===== src/rtl/axi_rd_arbiter.sv =====
// axi_rd_arbiter: round-robin arbiter that shares one AXI4 read port between
// the MM2S data-fetch engine (s0) and the SG descriptor-fetch engine (s1).
// Only one burst is in flight at a time. The AR side is registered. The R
// side is routed combinationally to whichever requester holds the grant.
module axi_rd_arbiter #(
   parameter int ADDR_WIDTH = 32,
   parameter int DATA_WIDTH = 32
) (
   input  logic                  axi_aclk,
   input  logic                  axi_reset,
   // requester 0
   input  logic [ADDR_WIDTH-1:0] s0_araddr,
   input  logic [7:0]            s0_arlen,
   input  logic [2:0]            s0_arsize,
   input  logic [1:0]            s0_arburst,
   input  logic                  s0_arvalid,
   output logic                  s0_arready,
   output logic [DATA_WIDTH-1:0] s0_rdata,
   output logic [1:0]            s0_rresp,
   output logic                  s0_rlast,
   output logic                  s0_rvalid,
   input  logic                  s0_rready,
   // requester 1
   input  logic [ADDR_WIDTH-1:0] s1_araddr,
   input  logic [7:0]            s1_arlen,
   input  logic [2:0]            s1_arsize,
   input  logic [1:0]            s1_arburst,
   input  logic                  s1_arvalid,
   output logic                  s1_arready,
   output logic [DATA_WIDTH-1:0] s1_rdata,
   output logic [1:0]            s1_rresp,
   output logic                  s1_rlast,
   output logic                  s1_rvalid,
   input  logic                  s1_rready,
   // master AR channel
   output logic [ADDR_WIDTH-1:0] m_araddr,
   output logic [7:0]            m_arlen,
   output logic [2:0]            m_arsize,
   output logic [1:0]            m_arburst,
   output logic [2:0]            m_arprot,
   output logic [3:0]            m_arcache,
   output logic                  m_arvalid,
   input  logic                  m_arready,
   // master R channel
   input  logic [DATA_WIDTH-1:0] m_rdata,
   input  logic [1:0]            m_rresp,
   input  logic                  m_rlast,
   input  logic                  m_rvalid,
   output logic                  m_rready,
   // status
   output logic                  grant_id,
   output logic                  busy,
   output logic                  len_err
);

   localparam logic [1:0] ST_IDLE = 2'd0;
   localparam logic [1:0] ST_ADDR = 2'd1;
   localparam logic [1:0] ST_DATA = 2'd2;

   logic [1:0]            r_state;
   logic                  r_grant_id;
   logic                  r_last_grant;
   logic [7:0]            r_beat_cnt;
   logic [7:0]            r_beat_target;
   logic                  r_len_err;
   logic                  r_arvalid;
   logic [ADDR_WIDTH-1:0] r_araddr;
   logic [7:0]            r_arlen;
   logic [2:0]            r_arsize;
   logic [1:0]            r_arburst;

   logic                  w_win_id;
   logic                  w_grant_fire;
   logic                  w_in_data;
   logic                  w_sel_rready;
   logic                  w_r_hs;

   // Pick the winner: a lone request wins; on a tie the side not served last wins
   always_comb begin
      w_win_id = 1'b0;
      if (s0_arvalid && s1_arvalid) begin
         w_win_id = ~r_last_grant;
      end else if (s1_arvalid) begin
         w_win_id = 1'b1;
      end else begin
         w_win_id = 1'b0;
      end
   end

   assign w_grant_fire = (r_state == ST_IDLE) && (s0_arvalid || s1_arvalid) && !axi_reset;
   assign s0_arready   = w_grant_fire && !w_win_id;
   assign s1_arready   = w_grant_fire &&  w_win_id;

   // Route the slave R channel to the granted requester; the other side sees zeros
   always_comb begin
      w_in_data    = (r_state == ST_DATA) && !axi_reset;
      w_sel_rready = 1'b0;
      s0_rvalid    = 1'b0;
      s0_rlast     = 1'b0;
      s0_rdata     = {DATA_WIDTH{1'b0}};
      s0_rresp     = 2'b00;
      s1_rvalid    = 1'b0;
      s1_rlast     = 1'b0;
      s1_rdata     = {DATA_WIDTH{1'b0}};
      s1_rresp     = 2'b00;
      if (w_in_data && r_grant_id) begin
         w_sel_rready = s1_rready;
         s1_rvalid    = m_rvalid;
         s1_rlast     = m_rlast;
         s1_rdata     = m_rdata;
         s1_rresp     = m_rresp;
      end else if (w_in_data) begin
         w_sel_rready = s0_rready;
         s0_rvalid    = m_rvalid;
         s0_rlast     = m_rlast;
         s0_rdata     = m_rdata;
         s0_rresp     = m_rresp;
      end else begin
         w_sel_rready = 1'b0;
      end
   end

   assign m_rready = w_sel_rready;
   assign w_r_hs   = m_rvalid && w_sel_rready;

   // Sequencing FSM: capture the winner, hold AR until accepted, count R beats
   always_ff @(posedge axi_aclk) begin
      if (axi_reset) begin
         r_state       <= ST_IDLE;
         r_grant_id    <= 1'b0;
         r_last_grant  <= 1'b1;
         r_beat_cnt    <= 8'd0;
         r_beat_target <= 8'd0;
         r_len_err     <= 1'b0;
         r_arvalid     <= 1'b0;
         r_araddr      <= {ADDR_WIDTH{1'b0}};
         r_arlen       <= 8'd0;
         r_arsize      <= 3'd0;
         r_arburst     <= 2'd0;
      end else begin
         r_len_err <= 1'b0;
         case (r_state)
            ST_IDLE: begin
               if (w_grant_fire) begin
                  r_grant_id    <= w_win_id;
                  r_araddr      <= w_win_id ? s1_araddr  : s0_araddr;
                  r_arlen       <= w_win_id ? s1_arlen   : s0_arlen;
                  r_arsize      <= w_win_id ? s1_arsize  : s0_arsize;
                  r_arburst     <= w_win_id ? s1_arburst : s0_arburst;
                  r_beat_target <= w_win_id ? s1_arlen   : s0_arlen;
                  r_arvalid     <= 1'b1;
                  r_state       <= ST_ADDR;
               end
            end
            ST_ADDR: begin
               if (m_arready) begin
                  r_arvalid  <= 1'b0;
                  r_beat_cnt <= 8'd0;
                  r_state    <= ST_DATA;
               end
            end
            ST_DATA: begin
               if (w_r_hs) begin
                  if (m_rlast) begin
                     // beat_cnt holds the index of this final beat, which must equal arlen
                     r_len_err    <= (r_beat_cnt != r_beat_target);
                     r_last_grant <= r_grant_id;
                     r_state      <= ST_IDLE;
                  end else if (r_beat_cnt != 8'hFF) begin
                     r_beat_cnt <= r_beat_cnt + 8'd1;
                  end
               end
            end
            default: begin
               r_arvalid <= 1'b0;
               r_state   <= ST_IDLE;
            end
         endcase
      end
   end

   assign m_araddr  = r_araddr;
   assign m_arlen   = r_arlen;
   assign m_arsize  = r_arsize;
   assign m_arburst = r_arburst;
   assign m_arprot  = 3'b000;
   assign m_arcache = 4'b0011;
   assign m_arvalid = r_arvalid;
   assign grant_id  = r_grant_id;
   assign busy      = (r_state != ST_IDLE);
   assign len_err   = r_len_err;

endmodule


===== config.mk =====
export PLATFORM = sky130hd
export DESIGN_NAME = axi_rd_arbiter
export DESIGN_NICKNAME = d
export VERILOG_FILES = /design/src/rtl/axi_rd_arbiter.sv
export SDC_FILE = /design/constraint.sdc
export NUM_CORES = 1
export LEC_CHECK = 0
export BUFFER_PORTS_ARGS = -buffer_cell sky130_fd_sc_hd__buf_4
export CORE_MARGIN = 2
export CORE_UTILIZATION = 35
export CTS_BUF_LIST = sky130_fd_sc_hd__clkbuf_16
export CTS_CLUSTER_SIZE = 12
export DETAILED_ROUTE_END_ITERATION = 10
export GPL_TIMING_DRIVEN = 0
export PLACE_DENSITY = 0.77
export SETUP_SLACK_MARGIN = 0.15
export SYNTH_ARGS = -nofsm -noshare
export SYNTH_HDL_FRONTEND = slang
export SYNTH_SLANG_ARGS = --single-unit

===== constraint.sdc =====
create_clock -name axi_aclk -period 2.91 [get_ports axi_aclk]
set_input_delay 0.291 -clock axi_aclk [delete_from_list [all_inputs] [get_ports axi_aclk]]
set_output_delay 0.291 -clock axi_aclk [all_outputs]
set_load 0.1 [all_outputs]

Word-level counts from Yosys, hierarchy flattened. Cells that the tools add are included.

Register bits: 59. Latch bits: 0. Bits in writable memories: 0. Bits in read-only memories: 0. Bits of input ports: 133. Output and inout port bits: 131. Memories: 0.

Add/subtract/negate cells: 1. $mul: 0. Div/mod/pow operators: 0. Order comparisons: 0. Equal/unequal tests: 10. Shift-type cells: 0. Muxes and demuxes: 33. Bitwise logic cells: 4. Reductions and logical operators: 20.

Operator list (number): two-way mux 32 bit (4); two-way mux 8 bit (5); two-way mux 2 bit (8); one-hot mux 8 bit (2 select lines) (1); two-way mux 1 bit (12); != test 2 bit, second input constant (5); adder 8 x 1 -> 8 bit, second input constant (1); logical AND 1 bit (8); != test 8 bit (1); != test 8 bit, second input constant (1); one-hot mux 2 bit (3 select lines) (1); AND reduction 3 bit (2); AND reduction 5 bit (1); inverter 1 bit (4); AND reduction 4 bit (1); nonzero test 2 bit (2); OR reduction 4 bit (1); two-way mux 3 bit (1); one-hot mux 1 bit (3 select lines) (1); == test 2 x 1 -> 1 bit, second input constant (1); == test 2 bit, second input constant (1); zero test 1 bit (2); zero test 2 bit (1); != test 2 x 1 -> 1 bit, second input constant (1); 2 further kinds (2).

Longest topological paths before layout.
Word-level depth: 7. Gate-level depth with buffers: 6.

Least setup slack after synthesis. OpenSTA, ideal clock, no wires.

Path kind: register -> output. Start: register r_state[0]. End: output s1_arready. Arrival time: 3.510 ns. Data required time: 2.619 ns. Setup slack: -0.891 ns. Cell stages (with the launch flop): 4. Buffers on the path: 0. Cells stage by stage: dfxtp_1 > or2_2 > or2_2 > nor3b_1.

Word-level cells in the longest chain between the ends: 4.

RTL lines: start, declared (RTL line 60) `logic [1:0] r_state;`; start signal, assigned (RTL line 129) `r_state <= ST_IDLE;`; start signal, assigned (RTL line 152) `r_state <= ST_ADDR;`; start signal, assigned (RTL line 159) `r_state <= ST_DATA;`; zero test 2 bit (RTL line 90) `assign w_grant_fire = (r_state == ST_IDLE) && (s0_arvalid || s1_arvalid) && !axi_reset;`; logical AND 1 bit (2 in a row) (RTL line 90); logical AND 1 bit (RTL line 92) `assign s1_arready = w_grant_fire && w_win_id;`; end, declared (RTL line 29) `output logic s1_arready,`.

No other way between the ends.

Worst setup path in the final report.
Start: register r_last_grant. End: output s1_arready.

Word-level cells in the longest chain between the ends: 3.

RTL lines: start, declared (RTL line 62) `logic r_last_grant;`; start signal, assigned (RTL line 167) `r_last_grant <= r_grant_id;`; inverter 1 bit (RTL line 82) `w_win_id = ~r_last_grant;`; two-way mux 1 bit (RTL line 81) `if (s0_arvalid && s1_arvalid) begin`; logical AND 1 bit (RTL line 92).

No other way between the ends.

==> results.json <==
{
  "p_seq_share_pct": 28.0,
  "rsz0062_at_grt": "false",
  "use_met3_pct": 8.42,
  "synthSimpleGateAreaFrac_pct": 26.6,
  "worstReg2RegStart": "r_state[0]$_SDFFE_PP0P_",
  "yosys_register_bits": 59,
  "grt_pass1_wl_um": 20200,
  "finalSetupViolCount": 0,
  "synth_common_cells": "and3_1, dfxtp_1, nor2_1",
  "gp_routability_congestion": 0.949,
  "clk_pin_slew_worst_paths_ns": 0.05,
  "timing.setup.tns_ns": 0,
  "synth_flop_cell": "dfxtp_1",
  "synth_cell_type_count": 37,
  "clock_latency_ns": 0.32,
  "multi_input_area_um2": 1960,
  "fmax_mhz": 392,
  "grt_max_degree": 11,
  "area_growth_pct": 72.3,
  "drv_slew": 0,
  "dp_hpwl_um": 10900,
  "whs_endpoint": "m_arvalid$_SDFFE_PP0P_",
  "antenna_left": 0,
  "dp.cells": 782,
  "worstPathCellList": "a21boi_1, buf_2, buf_1, nor3b_2, buf_4",
  "drc": 0,
  "groute.layer.met2.usage_pct": 47.7,
  "sw_frac_of_total_pct": 44.2,
  "core-area_um2": 9240,
  "timing.final.crit_share_pct": 87.7,
  "outcome": "completed",
  "clock-sinks": 59,
  "cpPeakStageDelay_ns": 0.53,
  "reg2reg_slack_ns": 0.81,
  "finalHoldViolations": 0,
  "synthTopCellsByArea": "dfxtp_1, mux2i_1, and3_1",
  "irDropWorstVdd_v": 0.000451,
  "drive_gt1_share_pct": 44.1,
  "maxCapViolCount": 0,
  "synth_cells": 392,
  "critical_path_required_ns": 2.62,
  "skew_ns": 0.00626,
  "avgRoutedWirePerCell_um": 16.8,
  "synth_most_common_cell": "and3_1",
  "synthArstFlopShare_pct": 0,
  "p_clk_share_pct": 29.0,
  "hold_start": "m_arready",
  "dieHeight_um": 102,
  "vias": 4042,
  "p_int_w": 0.00193,
  "synth_fa_ha_area_share_pct": 0.376,
  "synth_top_family_by_area": "simple AND/OR/NAND/NOR gates",
  "synthesis.area_um2": 3330,
  "dieArea_um2": 10300,
  "cts-root-buf": "clkbuf_16",
  "routed_wl_um": 13400,
  "antenna_cells": 0,
  "fill_cells": 813,
  "worst_pin_slew_ns": 0.717,
  "grt_busiest_layer": "met2",
  "row_count": 35,
  "worstHoldPathType": "primary input to register",
  "cts_tree": "built",
  "drtPass1Iterations": 4,
  "clockBufferDepth": 2,
  "crit_type": "register to output port",
  "hold_buffers": 0,
  "synthXorXnorAreaFrac_pct": 2.11,
  "regArea_um2": 1180,
  "p_per_area_nw_per_um2": 604,
  "cpMaxStageDelayCell": "buf_1",
  "cp-start-kind": "register",
  "use_met1_pct": 25.9,
  "power_frac_comb_pct": 43.0,
  "avgSynthCellArea_um2": 8.49,
  "synth_compound_area_share_pct": 13.6,
  "fin_nets": 798,
  "yosysTopAreaCellShare_pct": 35.5,
  "worstPathMaxFanout": 10,
  "end_kind": "output port",
  "overflow": 0,
  "r2r_cells": 5,
  "leakage_nw": 3.04,
  "ys_warn_count": 0,
  "synth_edf_count": 0,
  "worstPathArrival_ns": 2.26,
  "antenna_found_initial": 0,
  "final_cells": 798,
  "io_pins": 264,
  "hold-path-cell-count": 4,
  "grt_pass1_vias": 3991,
  "yosysTopAreaCell": "dfxtp_1",
  "start_util_pct": 36.0,
  "r2r-end": "m_arsize[1]$_SDFFE_PP0P_",
  "port_buffers": 256,
  "vias_per_cell": 5.07,
  "switchingPower_w": 0.00153,
  "drt_iter0_drc": 109,
  "cts_htree_levels": 3,
  "seq_area_frac_synth_pct": 35.5,
  "die_w_um": 102,
  "slew_headroom_pct": 52.2,
  "cts_buffers": 9,
  "synthMuxAreaShare_pct": 15.0,
  "layout_min_cycle_time_ns": 2.55,
  "grt_usage_pct": 25.3
}
state kept, by name, summed over array words and instances (netlist names):
| signal | cells |
|---|---|
| m_araddr | 32 |
| m_arlen | 8 |
| r_beat_cnt | 8 |
| m_arsize | 3 |
| m_arburst | 2 |
| r_state | 2 |
| grant_id | 1 |
| len_err | 1 |
| m_arvalid | 1 |
| r_last_grant | 1 |
power by group through the flow:
stage	logic, W	clock network, W	registers, W
CTS	0.00150	0.00102	0.000969
floorplan	0.000448	0	0.00161
global route	0.00156	0.00107	0.000980
finish	0.00149	0.00100	0.000970
global placement	0.00148	0	0.000979
detailed placement	0.00149	0	0.000984
how the worst max path moves through the flow:
stage / start / end / slack [ns] / cells past startpoint
finish: r_last_grant$_SDFFE_PP1P_ / s1_arready / 0.36 / 5
global route: r_state[1]$_SDFFE_PP0P_ / s1_rdata[12] / 0.18 / 5
CTS: r_state[1]$_SDFFE_PP0P_ / s1_rdata[13] / 0.17 / 5
detailed placement: axi_reset / s1_rdata[13] / 0.41 / 7
global placement: axi_reset / s1_rdata[13] / 0.44 / 7
floorplan: r_state[0]$_SDFFE_PP0P_ / s1_arready / 0.09 / 3
placed cells by master (no fill, tap or decap), types with 3 or more instances in the layout:
master,count
xor2_1,8
nor4_1,3
mux2i_1,50
nand3_1,11
a211oi_1,46
clkbuf_1,30
or2_2,4
a21oi_1,3
buf_2,4
clkinv_2,3
nand2_1,12
nor2_1,51
conb_1,7
buf_4,263
inv_1,3
and3_1,74
dfxtp_1,59
clkbuf_16,9
metrics by stage:
step / hold slack, ns / power [W] / utilization (%) / worst slack (ns) / area (um2)
final: 0.288 / 0.00346 / 62.0 / 0.357 / 5730
after global routing: 0.293 / 0.00361 / 62.0 / 0.178 / 5730
after CTS: 0.285 / 0.00348 / 62.0 / 0.169 / 5730
after detailed placement: 0.454 / 0.00248 / 58.9 / 0.412 / 5440
after global placement: 0.451 / 0.00246 / 58.9 / 0.443 / 5440
after floorplan: 0.436 / 0.00206 / - / 0.0881 / 3360
worst max-delay path, delay by kind of cell (launching register included):
family,cells,cell delay [ns]
and+or+nand+nor,1,0.27
DFF,1,0.32
buffers and inverters,3,1.16
AOI/OAI and AO/OA,1,0.19
cell families after synthesis:
family,after synthesis
fa+ha+maj,1
mux,50
compound gates,59
flops,59
buf+inv,46
xor+xnor,8
simple gates,167
other cells,2
timing repair:
| action | in CTS | in global routing |
|---|---|---|
| endpoints found under the setup margin | 0 | 40 |
| buffers inserted | 0 | 0 |
| gates resized for setup | 0 | 1 |
metal layers:
metal	up-vias	part of all wire, %	wire [um]
met5	-	0	0
met4	0	2.1	280
met3	25	9.4	1260
met2	198	54	7210
met1	1858	35	4650
li1	1961	-	-
final cells by class:
| cell class | count | share of cell area (%) |
|---|---|---|
| Buffer | 44 | 3.69 |
| Sequential cell | 59 | 20.6 |
| Tap cell | 129 | 2.82 |
| Inverter | 2 | 0.131 |
| Clock inverter | 7 | 1.05 |
| Multi-Input combinational cell | 292 | 34.3 |
| Timing Repair Buffer | 256 | 33.5 |
| Clock buffer | 9 | 3.93 |
Power figures use the tool's default switching activity.
